$ cat src/rtl/gf16_reduce_pipe_pkg.sv
// Shared GF(2^16) constants and the ordered fold used by both reduction stages.
// x^16 is implicit in every polynomial value; only the low 16 coefficients are carried.
package gf_pkg;

    localparam int GF_M   = 16;
    localparam int PROD_W = 2 * GF_M - 1;

    // Stage 1 folds 30..23, which leaves 23 significant bits for stage 2.
    localparam int S1_K_HI = PROD_W - 1;
    localparam int S1_K_LO = 23;
    localparam int S1_W    = S1_K_LO;
    localparam int S2_K_HI = S1_K_LO - 1;
    localparam int S2_K_LO = GF_M;

    localparam logic [GF_M-1:0] GF_DEFAULT_POLY = 16'h002D;

    // Fold steps run strictly high-to-low.  A fold at k can re-raise lower bits,
    // which are then handled by later (lower) steps in this range or the next stage.
    function automatic logic [PROD_W-1:0] gf_fold(
        input logic [PROD_W-1:0] value,
        input logic [GF_M-1:0]   poly,
        input int                k_hi,
        input int                k_lo
    );
        logic [PROD_W-1:0] v;
        v = value;
        for (int k = PROD_W - 1; k >= GF_M; k--) begin
            if (k <= k_hi && k >= k_lo && v[k]) begin
                v    = v ^ ({{(PROD_W-GF_M){1'b0}}, poly} << (k - GF_M));
                v[k] = 1'b0;
            end
        end
        return v;
    endfunction

endpackage

$ cat src/rtl/gf16_reduce_pipe_fold_stage.sv
// One pipeline stage: combinational fold over [K_HI:K_LO] feeding a valid/ready
// register slice that accepts whenever it is empty or its output is being taken.
module gf_fold_stage
    import gf_pkg::*;
#(
    parameter int IN_W  = PROD_W,
    parameter int OUT_W = S1_W,
    parameter int K_HI  = S1_K_HI,
    parameter int K_LO  = S1_K_LO
) (
    input  logic             clk,
    input  logic             rst,
    input  logic             in_valid,
    output logic             in_ready,
    input  logic [IN_W-1:0]  in_data,
    input  logic [GF_M-1:0]  poly,
    output logic             out_valid,
    input  logic             out_ready,
    output logic [OUT_W-1:0] out_data
);

    logic [PROD_W-1:0] fold_in;
    logic [PROD_W-1:0] fold_out;
    logic [OUT_W-1:0]  data_d;
    logic [OUT_W-1:0]  data_q;
    logic              valid_q;
    logic              unused_hi;

    always_comb begin
        fold_in             = '0;
        fold_in[IN_W-1:0]   = in_data;
        fold_out            = gf_fold(fold_in, poly, K_HI, K_LO);
    end

    // Bits above OUT_W are zero after the fold by construction.
    assign data_d    = fold_out[OUT_W-1:0];
    assign unused_hi = ^fold_out[PROD_W-1:OUT_W];

    assign in_ready = !valid_q || out_ready;

    always_ff @(posedge clk or posedge rst) begin
        if (rst) begin
            valid_q <= 1'b0;
            data_q  <= '0;
        end else if (in_ready) begin
            valid_q <= in_valid;
            if (in_valid) begin
                data_q <= data_d;
            end
        end
    end

    assign out_valid = valid_q;
    assign out_data  = data_q;

endmodule

$ cat src/rtl/gf16_reduce_pipe.sv
// Two-stage GF(2^16) reduction of a 31-bit carry-less product modulo x^16 + P(x),
// with a runtime-writable P snapshotted per sample so config writes never touch in-flight data.
module gf16_reduce_pipe
    import gf_pkg::*;
#(
    parameter logic [GF_M-1:0] RST_POLY = GF_DEFAULT_POLY
) (
    input  logic              clk,
    input  logic              rst,
    input  logic              in_valid,
    output logic              in_ready,
    input  logic [PROD_W-1:0] in_prod,
    input  logic              cfg_we,
    input  logic [GF_M-1:0]   cfg_poly,
    output logic              out_valid,
    input  logic              out_ready,
    output logic [GF_M-1:0]   out_res,
    output logic              busy
);

    logic [GF_M-1:0] poly_q;
    logic [GF_M-1:0] poly_d;
    logic [GF_M-1:0] s1_poly_q;
    logic            accept;
    logic            s1_valid;
    logic            s2_ready;
    logic [S1_W-1:0] s1_data;

    assign accept = in_valid && in_ready;
    assign poly_d = cfg_we ? cfg_poly : poly_q;

    // The snapshot takes the pre-write value, so a same-cycle cfg_we only affects later samples.
    always_ff @(posedge clk or posedge rst) begin
        if (rst) begin
            poly_q    <= RST_POLY;
            s1_poly_q <= '0;
        end else begin
            poly_q <= poly_d;
            if (accept) begin
                s1_poly_q <= poly_q;
            end
        end
    end

    gf_fold_stage #(
        .IN_W  (PROD_W),
        .OUT_W (S1_W),
        .K_HI  (S1_K_HI),
        .K_LO  (S1_K_LO)
    ) u_stage1 (
        .clk       (clk),
        .rst       (rst),
        .in_valid  (in_valid),
        .in_ready  (in_ready),
        .in_data   (in_prod),
        .poly      (poly_q),
        .out_valid (s1_valid),
        .out_ready (s2_ready),
        .out_data  (s1_data)
    );

    gf_fold_stage #(
        .IN_W  (S1_W),
        .OUT_W (GF_M),
        .K_HI  (S2_K_HI),
        .K_LO  (S2_K_LO)
    ) u_stage2 (
        .clk       (clk),
        .rst       (rst),
        .in_valid  (s1_valid),
        .in_ready  (s2_ready),
        .in_data   (s1_data),
        .poly      (s1_poly_q),
        .out_valid (out_valid),
        .out_ready (out_ready),
        .out_data  (out_res)
    );

    assign busy = s1_valid || out_valid;

endmodule
$ cat config.mk
export PLATFORM = sky130hd
export DESIGN_NAME = gf16_reduce_pipe
export DESIGN_NICKNAME = d
export VERILOG_FILES = /design/src/rtl/gf16_reduce_pipe_pkg.sv /design/src/rtl/gf16_reduce_pipe_fold_stage.sv /design/src/rtl/gf16_reduce_pipe.sv
export SDC_FILE = /design/constraint.sdc
export NUM_CORES = 1
export LEC_CHECK = 0
export BUFFER_PORTS_ARGS = -buffer_cell sky130_fd_sc_hd__buf_2
export CAP_MARGIN = 10
export CORE_MARGIN = 2
export CORE_UTILIZATION = 40
export DETAILED_ROUTE_END_ITERATION = 16
export PLACE_DENSITY_LB_ADDON = 0.2
export SLEW_MARGIN = 30
export SYNTH_ARGS = -nofsm -noshare
export SYNTH_HDL_FRONTEND = slang
export SYNTH_HIERARCHICAL = 1
export SYNTH_SLANG_ARGS = --single-unit
$ cat constraint.sdc
create_clock -name clk -period 4.4 [get_ports clk]
set_clock_uncertainty 0.2 [all_clocks]
set_input_delay 0.22 -clock clk [delete_from_list [all_inputs] [get_ports clk]]
set_output_delay 0.22 -clock clk [all_outputs]
set_load 0.005 [all_outputs]
---- Yosys cells after proc, flatten, opt, wreduce, memory -nomap -nowiden ----
Index checks and enable logic that the tools add are counted.
cells by class
  bitwise gates (word level) .............. 15
  muxes and demuxes ....................... 15
  reductions and logical operators ........ 8
operator list
  operator            number
  two-way mux 30 bit  1
  XOR 30 bit          1
  two-way mux 29 bit  1
  XOR 29 bit          1
  two-way mux 28 bit  1
  XOR 28 bit          1
  two-way mux 27 bit  1
  XOR 27 bit          1
  two-way mux 26 bit  1
  XOR 26 bit          1
  two-way mux 25 bit  1
  XOR 25 bit          1
  two-way mux 24 bit  1
  XOR 24 bit          1
  two-way mux 23 bit  1
  XOR 23 bit          1
  two-way mux 22 bit  1
  XOR 22 bit          1
  two-way mux 21 bit  1
  XOR 21 bit          1
  two-way mux 20 bit  1
  XOR 20 bit          1
  two-way mux 19 bit  1
  XOR 19 bit          1
  other kinds (10)    14
word-level totals
  word-level logic and storage cells ...... 44
  bits of input ports ..................... 52
  bits in registers ....................... 73
  output and inout port bits .............. 19

---- Depth between registers and ports, before layout ----
  word-level depth ........................ 16
  depth in mapped cells ................... 16
  mapped depth without buffers ............ 11

---- Modules after synthesis ----
The synthesis kept the hierarchy.
by module, submodules not included
  module                     cells an instance  area each (um2)  seq. area each (um2)  instances
  gf_fold_stage at u_stage1  505                3,652.3          600.6                 1
  gf_fold_stage at u_stage2  478                3,347.0          425.4                 1
  gf16_reduce_pipe           70                 1,257.5          805.8                 1

---- Worst setup path before layout ----
No wires, ideal clock.
  kind .................................... register to register
  start ................................... register poly_q[15]
  end ..................................... register u_stage1.data_q[14], in the netlist u_stage1/out_data[14]
  buffers on the path ..................... 3
  library setup time ...................... 0.095 ns
  required time ........................... 4.105 ns
  period minus slack after synthesis ...... 3.462 ns
  setup slack ............................. 0.938 ns
  stages on the path, launching flop included .. 15
  arrival ................................. 3.166 ns
  cells stage by stage .................... dfrtp_1 -> buf_4 -> o21ai_2 -> and3_4 -> or4_4 -> a211o_1 -> and2_4 -> buf_6 -> xnor2_4 -> mux2_4 -> o21ai_4 -> buf_4 -> a31oi_1 -> o21a_1 -> o31ai_1
between the ends
  cells in the longest elaborated chain, start to end .. 15
  elaborated cells on any way between the ends .. 16
RTL lines
  element                   RTL line                           source
  start: declaration        gf16_reduce_pipe.sv:21             logic [GF_M-1:0] poly_q;
  start signal: assignment  gf16_reduce_pipe.sv:38             poly_q <= poly_d;
  XOR 30 bit                gf16_reduce_pipe_pkg.sv:29         v = v ^ ({{(PROD_W-GF_M){1'b0}}, poly} << (k - GF_M));
  two-way mux 30 bit        gf16_reduce_pipe_pkg.sv:28         if (k <= k_hi && k >= k_lo && v[k]) begin
  two-way mux 29 bit        gf16_reduce_pipe_pkg.sv:28
  XOR 28 bit                gf16_reduce_pipe_pkg.sv:29
  two-way mux 28 bit        gf16_reduce_pipe_pkg.sv:28
  XOR 27 bit                gf16_reduce_pipe_pkg.sv:29
  two-way mux 27 bit        gf16_reduce_pipe_pkg.sv:28
  XOR 26 bit                gf16_reduce_pipe_pkg.sv:29
  two-way mux 26 bit        gf16_reduce_pipe_pkg.sv:28
  XOR 25 bit                gf16_reduce_pipe_pkg.sv:29
  two-way mux 25 bit        gf16_reduce_pipe_pkg.sv:28
  XOR 24 bit                gf16_reduce_pipe_pkg.sv:29
  two-way mux 24 bit (*)    gf16_reduce_pipe_pkg.sv:28
  XOR 23 bit                gf16_reduce_pipe_pkg.sv:29
  two-way mux 23 bit (*)    gf16_reduce_pipe_pkg.sv:28
  end signal: assignment    gf16_reduce_pipe_fold_stage.sv:48  data_q <= data_d;
  end: declaration          gf16_reduce_pipe_fold_stage.sv:25  logic [OUT_W-1:0] data_q;
Mark *: on every way between the ends. The rest lies on a longest branch, timed or not.
A chain may end at the register's enable or synchronous reset.

---- Worst setup path after layout ----
Same ends and word-level chain as after synthesis.

==> results.ini <==
[outcome]
status = complete, but fails checks
violations = negative hold slack

[yosys]
synth_top_family_by_area = compound AO/OA/AOI/OAI gates
synthesis.area_sq_um = 8257
yosysWarnings = 6
synth_seq_cells = 73
muxShareOfSynthArea_pct = 6.122
synthCells = 1053
ys_types = 81
synthFlopType = dfrtp_1
synth_xor_area_share_pct = 19.53
synth_compound_area_share_pct = 23.47
synth_area_leader_cell = dfrtp_1
synth_area_leaders = dfrtp_1 21%, xnor2_1 11%, nand2_1 9.8%, xor2_1 4.5%, o21ai_0 3.7%
yosys.area_share.simple_pct = 21.75
synth_top_area_share_pct = 20.91
synth_adder_area_share_pct = 0
syn_nets = 1105
synthArstFlopShare_pct = 100.0
synth_edf_count = 0
synth-seq-area-share_pct = 22.19
syn_area_per_cell_sq_um = 7.841

[worst_setup_path]
r2r-start = poly_q[15]
crit_start = poly_q[15]
cp-end-kind = flip-flop
critical_path_required_ns = 4.45
worst-r2r-setup-slack_ns = 0.40
worstPathMaxFanout = 26
worstSetupEndpoint = u_stage1/out_data[14]
rr_worst_depth = 11
start_kind = flip-flop
cp.arrival_ns = 4.06
r2r-end = u_stage1/out_data[14]
critical_path_class = flip-flop to flip-flop

[placed_design]
place_ws_ns = 0.4350
routabilityCongestion = 0.7947
io_buffers = 70
dp.final_hpwl_um = 16200

[floorplanning]
ios = 71
die_x_um = 147.7
core_sq_um = 20230
num_rows = 52
dieArea_sq_um = 21810
initial_utilization_pct = 40.81
die_height_um = 147.7

[detailed_routing]
drt-initial-drc-count = 552
ant_nets = 0
wl_per_cell_um = 17.22
viasPerCell = 5.613
drc = 0
wl_um = 23470
vias = 7651
firstDrtPassIters = 5

[power]
p_int_uw = 4753
comb_power_share_pct = 77.8
p_seq_share_pct = 13.6
swShare_pct = 48.13
p_leak_uw = 0.003822
clkPwrFrac_pct = 8.6
ir_worst_vdd_uv = 615.8
power_density_nw_per_um2 = 987.7
p_switching_uw = 4410

[global_routing]
grt_pass1_wl_um = 38670
use_met2_pct = 34.56
grt_pass1_vias = 7178
gr-max-usage-layer = met2
grt_max_degree = 46
grtUsageTotal_pct = 21.90
gr-usage-met3_pct = 3.025
antenna_found_initial = 0
grt_overflow_total = 0
grtUsageMet1_pct = 31.76

[cts]
root_buffer = clkbuf_16
cts_max_level = 3
clockBufferDepth = 2
clkSlewWorstSetupHoldPaths_ns = 0.06
cts_buffers = 9
cts_tree = built
cts_setup_buffers = 0
clock-sinks = 73
ctsHoldBuffers = 26
cts_resized = 0
clk_latency_ns = 0.35

[sta]
rsz0062_at_grt = no
hold_slack_ns = -0.00004058
final.setup.tns_ns = 0
max-slew-margin-rel_pct = 54.07
period_needed_ns = 4.004
layout_setup_ws_ns = 0.3955
worst_pin_slew_ns = 0.6882
finalSetupViolCount = 0
max_freq_mhz = 249.7
hold_violations = 1
fin_crit_sh_pct = 91.01
slew_violations = 0

[cells_and_area]
area_growth_pct = 12.37
layout-drive-gt1-share_pct = 18.85
diodes = 0
fillers = 2016
nNetsFinal = 1140

[job]
maxCapViolations = 0

[hold_path]
hold_path_class = primary input to flip-flop

metal layers:
metal  vias to the layer above  share of wire [%]
met5                         -                  0
met4                         0                1.3
met3                        20                4.8
met2                       193                 46
met1                      3667                 48
li1                       3771                  -
synthesized netlist by cell type, drive strengths merged, types with 24 or more instances:
| master | instances |
|---|---|
| a31oi | 24 |
| dfrtp | 69 |
| nor2 | 33 |
| a21oi | 29 |
| mux2 | 37 |
| xor2 | 44 |
| o21a | 36 |
| o21ai | 78 |
| xnor2 | 110 |
| buf | 45 |
| nand3 | 28 |
| nand2 | 216 |
| clkbuf | 60 |
cells in the final DEF, fill, tap and decap left out, drive strengths merged, types with 17 or more instances in the layout:
| cell | n |
|---|---|
| o21ai | 78 |
| mux2 | 37 |
| nand3 | 28 |
| buf | 103 |
| nor2 | 33 |
| dlygate4sd3 | 26 |
| nor3 | 17 |
| a31oi | 24 |
| a21oi | 29 |
| dfrtp | 69 |
| nand2 | 216 |
| a211oi | 17 |
| xor2 | 44 |
| xnor2 | 110 |
| inv | 18 |
| o21a | 36 |
worst min path at each step:
stage	from	slack, ns	cells after the start	to
after detailed placement	rst	0.13	2	u_stage1/out_data[3]
after floorplan	rst	-0.05	1	u_stage2/out_data[0]
after CTS	in_prod[7]	0.005	3	u_stage1/out_data[7]
after global placement	rst	0.16	2	u_stage2/out_data[1]
after global routing	in_prod[7]	0.009	3	u_stage1/out_data[7]
final	in_prod[7]	-0.00004	3	u_stage1/out_data[7]
power groups by stage:
stage,Clock (uW),Combinational [uW],Sequential [uW]
floorplan,0,5950,1060
global placement,0,7040,1250
detailed placement,0,7110,1250
CTS,807,7150,1240
global route,839,7880,1290
finish,784,7130,1250
cell families (layout without fill, tap and decap cells):
family | after synthesis | count (layout)
and+or+nand+nor | 373 | 373
AOI/OAI and AO/OA | 281 | 281
xor gates and xnor gates | 163 | 163
buffers and inverters | 122 | 162
DFF | 73 | 73
muxes | 41 | 41
area by class of cell:
cell class	count	area, sq um	area share [%]
Clock inverter	5	62.56	0.6743
Multi-Input combinational cell	858	5868	63.25
Tap cell	270	337.8	3.641
Sequential cell	73	1834	19.77
Clock buffer	11	252.7	2.724
Inverter	17	63.81	0.6878
Timing Repair Buffer	129	858.3	9.252
registers in the layout, indices dropped and copies added, names as in the netlist:
name,count
poly_q,16
s1_poly_q,16
u_stage1/out_data,23
u_stage1/out_valid,1
u_stage2/out_valid,1
u_stage2/out_data,16
stage by stage:
step / instance area (sq um) / hold WS [ns] / power, uW / instances / utilization, %
after detailed placement: 8700 / 0.1329 / 8361 / 1321 / 42.99
after floorplan: 8257 / -0.05393 / 7009 / 1053 / -
final: 9278 / -0.00004058 / 9163 / 1363 / 45.85
after CTS: 9275 / 0.005024 / 9199 / 1363 / 45.84
after global placement: 8697 / 0.1576 / 8289 / 1321 / 42.98
after global routing: 9278 / 0.009316 / 10010 / 1363 / 45.85
worst max-delay path, cell delays in order (launching register included):
cell	delay, ns
dfrtp_2	0.59
o21ai_2	0.10
and3_4	0.19
or4_4	0.52
a211o_1	0.34
and2_4	0.24
xnor2_4	0.23
mux2_4	0.34
o21ai_4	0.52
a31oi_1	0.22
o21a_1	0.23
o31ai_1	0.18
Power figures use the tool's default switching activity.
